<file path="src/rtl/round_cnt_pkg.sv">
// Shared definitions for the round counter: FSM state encoding and the
// default round count / index width.
package round_cnt_pkg;

    localparam int ROUNDS_DEF = 32;
    localparam int CNT_W_DEF  = 5;

    typedef enum logic [1:0] {
        ST_IDLE = 2'd0,
        ST_RUN  = 2'd1,
        ST_DONE = 2'd2
    } state_t;

endpackage

</file>
<file path="src/rtl/round_counter.sv">
// Round index sequencer for an iterated cipher core.
// A start in IDLE launches ROUNDS rounds, stepping the index on each adv.
// A one-cycle DONE state follows, then the block returns to IDLE.
// Build option: define ROUND_CNT_DIR_EN to honour dir (descending count for
// decrypt). Without it, dir is accepted but ignored and counting ascends.
module round_counter
    import round_cnt_pkg::*;
#(
    parameter int ROUNDS = ROUNDS_DEF,
    parameter int CNT_W  = CNT_W_DEF
) (
    input  logic             clk,
    input  logic             rst,
    input  logic             start,
    input  logic             dir,
    input  logic             adv,
    input  logic             abort,
    output logic [CNT_W-1:0] cnt,
    output logic             round_vld,
    output logic             first,
    output logic             last,
    output logic             busy,
    output logic             done
);

    localparam logic [CNT_W-1:0] LAST_IDX = CNT_W'(ROUNDS - 1);
    // A single-round operation starts on its terminal round.
    localparam logic             ONE_ROUND = (ROUNDS == 1);

    state_t           state_q;
    logic [CNT_W-1:0] cnt_q;
    logic             dir_q;
    logic             round_vld_q;
    logic             first_q;
    logic             last_q;
    logic             busy_q;
    logic             done_q;

    logic             dir_eff;
    logic [CNT_W-1:0] term_cnt;
    logic [CNT_W-1:0] cnt_d;
    logic [CNT_W-1:0] start_cnt_d;

`ifdef ROUND_CNT_DIR_EN
    assign dir_eff = dir;
`else
    // Port kept for interface compatibility; the value never matters.
    assign dir_eff = 1'b0 & dir;
`endif

    // Terminal index for the latched direction, next stepped index and
    // the starting index for a newly requested operation.
    always_comb begin
        term_cnt    = dir_q ? '0 : LAST_IDX;
        cnt_d       = dir_q ? (cnt_q - CNT_W'(1)) : (cnt_q + CNT_W'(1));
        start_cnt_d = dir_eff ? LAST_IDX : '0;
    end

    // Control FSM; every output is a register updated here.
    always_ff @(posedge clk or posedge rst) begin
        if (rst) begin
            state_q     <= ST_IDLE;
            cnt_q       <= '0;
            dir_q       <= 1'b0;
            round_vld_q <= 1'b0;
            first_q     <= 1'b0;
            last_q      <= 1'b0;
            busy_q      <= 1'b0;
            done_q      <= 1'b0;
        end else begin
            done_q <= 1'b0;
            case (state_q)
                ST_IDLE: begin
                    if (start && !abort) begin
                        state_q     <= ST_RUN;
                        dir_q       <= dir_eff;
                        cnt_q       <= start_cnt_d;
                        round_vld_q <= 1'b1;
                        first_q     <= 1'b1;
                        last_q      <= ONE_ROUND;
                        busy_q      <= 1'b1;
                    end
                end
                ST_RUN: begin
                    if (abort) begin
                        state_q     <= ST_IDLE;
                        cnt_q       <= '0;
                        round_vld_q <= 1'b0;
                        first_q     <= 1'b0;
                        last_q      <= 1'b0;
                        busy_q      <= 1'b0;
                    end else if (adv) begin
                        if (cnt_q == term_cnt) begin
                            // Index holds the terminal value through DONE.
                            state_q     <= ST_DONE;
                            round_vld_q <= 1'b0;
                            first_q     <= 1'b0;
                            last_q      <= 1'b0;
                            busy_q      <= 1'b0;
                            done_q      <= 1'b1;
                        end else begin
                            cnt_q   <= cnt_d;
                            first_q <= 1'b0;
                            last_q  <= (cnt_d == term_cnt);
                        end
                    end
                end
                ST_DONE: begin
                    state_q <= ST_IDLE;
                    cnt_q   <= '0;
                end
                default: begin
                    state_q     <= ST_IDLE;
                    cnt_q       <= '0;
                    round_vld_q <= 1'b0;
                    first_q     <= 1'b0;
                    last_q      <= 1'b0;
                    busy_q      <= 1'b0;
                end
            endcase
        end
    end

    assign cnt       = cnt_q;
    assign round_vld = round_vld_q;
    assign first     = first_q;
    assign last      = last_q;
    assign busy      = busy_q;
    assign done      = done_q;

endmodule

</file>
<file path="config.mk">
export PLATFORM = sky130hd
export DESIGN_NAME = round_counter
export DESIGN_NICKNAME = d
export VERILOG_FILES = /design/src/rtl/round_cnt_pkg.sv /design/src/rtl/round_counter.sv
export SDC_FILE = /design/constraint.sdc
export NUM_CORES = 1
export LEC_CHECK = 0
export CORE_UTILIZATION = 35
export DETAILED_ROUTE_END_ITERATION = 7
export PLACE_DENSITY = 0.62
export SKIP_LAST_GASP = 1
export SYNTH_ARGS = -nofsm -noshare
export SYNTH_HDL_FRONTEND = slang
export SYNTH_SLANG_ARGS = --single-unit
export TNS_END_PERCENT = 30
</file>
<file path="constraint.sdc">
create_clock -name clk -period 2.7 [get_ports clk]
set_clock_uncertainty 0.1 [all_clocks]
set_input_delay 0.27 -clock clk [delete_from_list [all_inputs] [get_ports clk]]
set_output_delay 0.27 -clock clk [all_outputs]
set_load 0.005 [all_outputs]
</file>
# Yosys cells after proc, flatten, opt, wreduce, memory -nomap -nowiden

Index checks and enable logic that the tools add are counted.
W data, S select, Z words.

Bits in registers: 11
Bits in writable memories: 0
Bits in latches: 0
Input port bits: 6
ROM bits: 0
Memories: 0

Eq/ne operators: 8
Mux-type cells: 27
$lt $le $gt $ge: 0
Shift operators: 0
Bitwise gates (word level): 1
Multipliers: 0
Divide/modulo/power cells: 0
Reduce and logical (&&, ||, !) cells: 7
Add/subtract/negate cells: 1

Operators by type and width:

| cell                  | number |
|---|---|
| $mux W5               | 4 |
| $mux W1               | 14 |
| $eq A5 B5 Y1 const B  | 2 |
| $pmux W5 S2           | 1 |
| $ne A3 B3 Y1 const B  | 3 |
| $pmux W1 S3           | 3 |
| $reduce_and A3 Y1     | 3 |
| $mux W2               | 4 |
| $add A5 B1 Y5 const B | 1 |
| $pmux W2 S2           | 1 |
| $reduce_and A4 Y1     | 1 |
| $eq A2 B1 Y1 const B  | 1 |
| $eq A2 B2 Y1 const B  | 1 |
| $logic_not A2 Y1      | 1 |
| $ne A2 B2 Y1 const B  | 1 |
| $logic_and A1 B1 Y1   | 1 |
| $logic_not A1 Y1      | 1 |
| $not A1 Y1            | 1 |

# Logic depth before layout (Yosys ltp)

Depth after elaboration: 6
Gate-level depth with buffers: 7

# Worst setup path after synthesis

Ideal clock, no wire load.

Path kind: register -> register
From: register cnt_q[0] (netlist: cnt[0])
To: register cnt_q[4] (netlist: cnt[4])
Path buffers: 0
Slack: 832 ps
Required time: 2532 ps
Library setup time: 68 ps
Clock period less this slack: 1868 ps
Data arrival time: 1700 ps
Cell stages (with the launch flop): 8
Path through: dfrtp_1 -> ha_1 -> and3_1 -> ha_1 -> inv_1 -> a21o_1 -> a221oi_2 -> a32o_1

Word-level cells in the longest chain between the ends: 5
Elaborated cells on any way between the ends: 8
Those cells by class: add/sub: 1; eq/ne: 2; mux: 4; reduce/logical: 1

Ends and longest elaborated chain:

| what                   | line                 | source |
|---|---|---|
| start, declared        | round_counter.sv:31  | `logic [CNT_W-1:0] cnt_q;` |
| start signal, assigned | round_counter.sv:77  | `cnt_q <= start_cnt_d;` |
| start signal, assigned | round_counter.sv:102 | `cnt_q <= cnt_d;` |
| $add A5 B1 Y5          | round_counter.sv:55  | `cnt_d = dir_q ? (cnt_q - CNT_W'(1)) : (cnt_q + CNT_W'(1));` |
| $mux W5                | round_counter.sv:93  | `if (cnt_q == term_cnt) begin` |
| $mux W5                | round_counter.sv:92  | `end else if (adv) begin` |
| $mux W5                | round_counter.sv:85  | `if (abort) begin` |
| $pmux W5 S2            | round_counter.sv:72  | `case (state_q)` |

Several ways; a longest one is shown, not always the timed one. The select of a mux whose other input is x is not followed.
A chain may end at the register's enable or synchronous reset.

# Final worst setup path

Ends and elaborated chain as after synthesis.

==> results by group <==
Yosys
  • Synth area leaders: dfrtp_1, ha_1, nor4b_4
  • Number of synthesized flops with an enable pin: 0
  • Register bit total from synthesis: 11
  • Syn Area/Cell: 11.0 um^2
  • Post-synth ARST share: 100%
  • Main synth FF type: dfrtp_1
  • Synthesized cell area: 592 um^2
  • Synth cell types: 27
  • Area leader, netlist: dfrtp_1
  • Sequential fraction of the synthesis area: 46.5%
  • Synth Instances: 54
  • Syn Nets: 63
  • Yosys top cell area share: 46.5%
  • Synth Warn #: 0

Clock network
  • Post-CTS sizing: 0
  • CTS Root Cell: clkbuf_4
  • Clock Path Buffers: 2
  • CTS Hold Buffers Added: 0
  • TritonCTS Buffers: 3
  • CTS sink count: 11
  • CTS tree: built
  • Number of H-tree levels: 1
  • Reg clk slew, reported paths: 0.08 ns
  • Post-CTS setup buffers: 0
  • Worst skew pair latency: 0.28 ns

Routing
  • Drt wl/cell: 12.9 um
  • Initial DRC count: 10
  • Via count: 453
  • Vias/cell: 5.33
  • DRC viols: 0
  • Pre-antenna DRT Iters: 4
  • Final ANT Viol Nets: 0
  • Final wirelength: 1100 um

Cells and area
  • Post-Route Utilization: 48.7%
  • Nets: 79
  • Layout cells sized above 1: 8.70%
  • Area delta synth->final: 26.8%
  • # diodes: 0

Worst setup path
  • Worst reg2reg path startpoint: cnt[0]$_DFFE_PP0P_
  • Slowest Stage Delay on Critical Path: 0.45 ns
  • Crit path max fanout: 6
  • Reg2reg setup slack: 0.61 ns
  • CP most frequent cell: ha_1
  • Family with the most delay on the worst path: compound AO/OA/AOI/OAI gates
  • CP required: 2.82 ns
  • Worst-path cell chain: ha_1 -> and3_1 -> ha_1 -> inv_1 -> a21o_1 -> a221oi_2 -> a32o_1
  • Crit path launch: cnt[0]$_DFFE_PP0P_
  • Worst Setup EP: cnt[4]$_DFFE_PP0P_
  • Type of the worst setup path: reg2reg
  • Crit. End Element: register
  • CP Buf/Inv Count: 1
  • CP arrival: 2.21 ns
  • Startpoint types: register
  • Reg2reg end: cnt[4]$_DFFE_PP0P_
  • Path depth of the worst reg2reg path: 7
  • Crit-path slowest cell: a221oi_2
  • Stages on worst setup path: 7

STA
  • Part of the cycle the worst path needs: 77.6%
  • RSZ-0062 raised after global routing: no
  • Final critical-path required period: 2.09 ns
  • Slew @ Worst Pin: 0.446 ns
  • Slew Limit Fails: 0
  • FMAX: 478 MHz
  • Worst rel slew slack: 70.3%
  • Final setup fails: 0
  • Endpoints failing hold: 0
  • Setup_tns: 0 ns
  • Hold Slack: 0.177 ns

Status
  • Status: finished clean

Place
  • DP HPWL: 772 um
  • GPL Wtd Cong: 0.753
  • Count of input and output buffers: 14

Pwr
  • Design Power: 0.000359 W
  • Internal: 0.000265 W
  • Reg power frac: 50.9%
  • Net Sw Power: 0.0000943 W
  • Switching portion of total power: 26.3%
  • Leak Pwr: 0.339 nW
  • VDD IR max: 0.256 mV
  • Clock network fraction of total power: 32.9%
  • Logic pwr share: 16.2%
  • Power per cell area: 478 nW/um^2

Global routing
  • Pin count of the biggest net entering global routing: 12
  • Overall Global Routing Usage: 14.5%
  • Global route total overflow: 0
  • Vias in the first global route: 436
  • Global-route wire length before repair: 1960 um
  • Initial antenna violation count: 0

Floorplanning
  • Die width: 43.1 um
  • Die Height: 43.1 um
  • Die area: 1860 um^2
  • Cell row count: 14
  • Initial Util: 38.4%
  • Core Area: 1540 um^2
  • I/O pin count: 16

Min path
  • Worst hold path class: in2async

Job
  • Max-cap violations: 0
[power by group through the flow]
stage / clock, W / sequential [W] / combinational, W
3_5_place_dp: 0 / 0.000186 / 0.0000586
3_3_place_gp: 0 / 0.000186 / 0.0000579
5_1_grt: 0.000126 / 0.000185 / 0.0000652
6_report: 0.000118 / 0.000183 / 0.0000580
2_1_floorplan: 0 / 0.000184 / 0.0000344
4_1_cts: 0.000119 / 0.000183 / 0.0000588
[Yosys cell counts (2+ instances only)]
library cell,n
nand2b_1,2
o31ai_1,3
nand3_1,2
ha_1,3
a21o_1,3
dfrtp_1,11
nor2_1,4
inv_1,3
o2bb2ai_1,2
nand2_1,4
[layout make-up]
class,count,area (um^2)
timing repair buffer,14,140
clock buffer,4,26.3
inverter,3,11.3
multi-input combinational,37,278
fill,158,791
tap,16,20.0
sequential,11,275
[registers in the layout, summed over array words and instances, names as in the netlist]
name / flops
first: 1
busy: 1
state_q: 2
last: 1
done: 1
cnt: 5
[how the worst min path moves through the flow]
stage,startpoint,end,slack (ns)
after detailed placement,first$_DFFE_PP0P_,first$_DFFE_PP0P_,0.37
after global routing,rst,cnt[3]$_DFFE_PP0P_,0.24
final,rst,cnt[3]$_DFFE_PP0P_,0.18
after CTS,rst,last$_DFFE_PP0P_,0.20
after floorplan,rst,busy$_DFFE_PP0P_,0.02
after global placement,first$_DFFE_PP0P_,first$_DFFE_PP0P_,0.36
[layer usage]
metal | GRT usage (%) | wire [um] | up-vias
met5 | 0 | 0 | -
met4 | 10.9 | 30 | 0
met3 | 2.55 | 69 | 5
met2 | 19.7 | 468 | 17
met1 | 20.0 | 531 | 201
li1 | - | - | 230
[worst reg2reg max path, stage by stage, from the launching register on]
cell and delay (ns):
dfrtp_1 0.44, ha_1 0.21, and3_1 0.18, ha_1 0.26
inv_1 0.06, a21o_1 0.16, a221oi_2 0.45, a32o_1 0.19
[placed cells by master, fill, tap and decap left out, drive strengths merged]
cell type,Yosys,layout
nand2,4,4
dfrtp,11,11
a32o,1,1
nand3,2,2
xor2,1,1
a21oi,1,1
and3,1,1
a221oi,1,1
o31ai,3,3
nand2b,2,2
o21ai,3,3
nor4b,1,1
nor2,4,4
or4b,1,1
clkbuf,0,4
nor3b,1,1
nand4b,1,1
ha,3,3
inv,3,3
a21o,3,3
nand4,1,1
o2bb2ai,2,2
clkdlybuf4s50,0,14
nor3,1,1
[kinds of logic after synthesis]
group | Yosys count | synth area share (%)
AO/OA/AOI/OAI | 14 | 18.8
AND/OR/NAND/NOR | 19 | 20.3
XOR/XNOR | 1 | 1.48
adder cells (fa/ha/maj) | 3 | 6.34
buffers and inverters | 6 | 6.55
flip-flops | 11 | 46.5
[per-stage QoR]
step,std cells,cell area (um^2),worst slack (ns)
after detailed placement,81,724,0.633
after CTS,85,751,0.596
after floorplan,54,592,0.832
after global routing,85,751,0.435
after global placement,81,724,0.646
final,85,751,0.606
(Power assumes the default switching activity.)
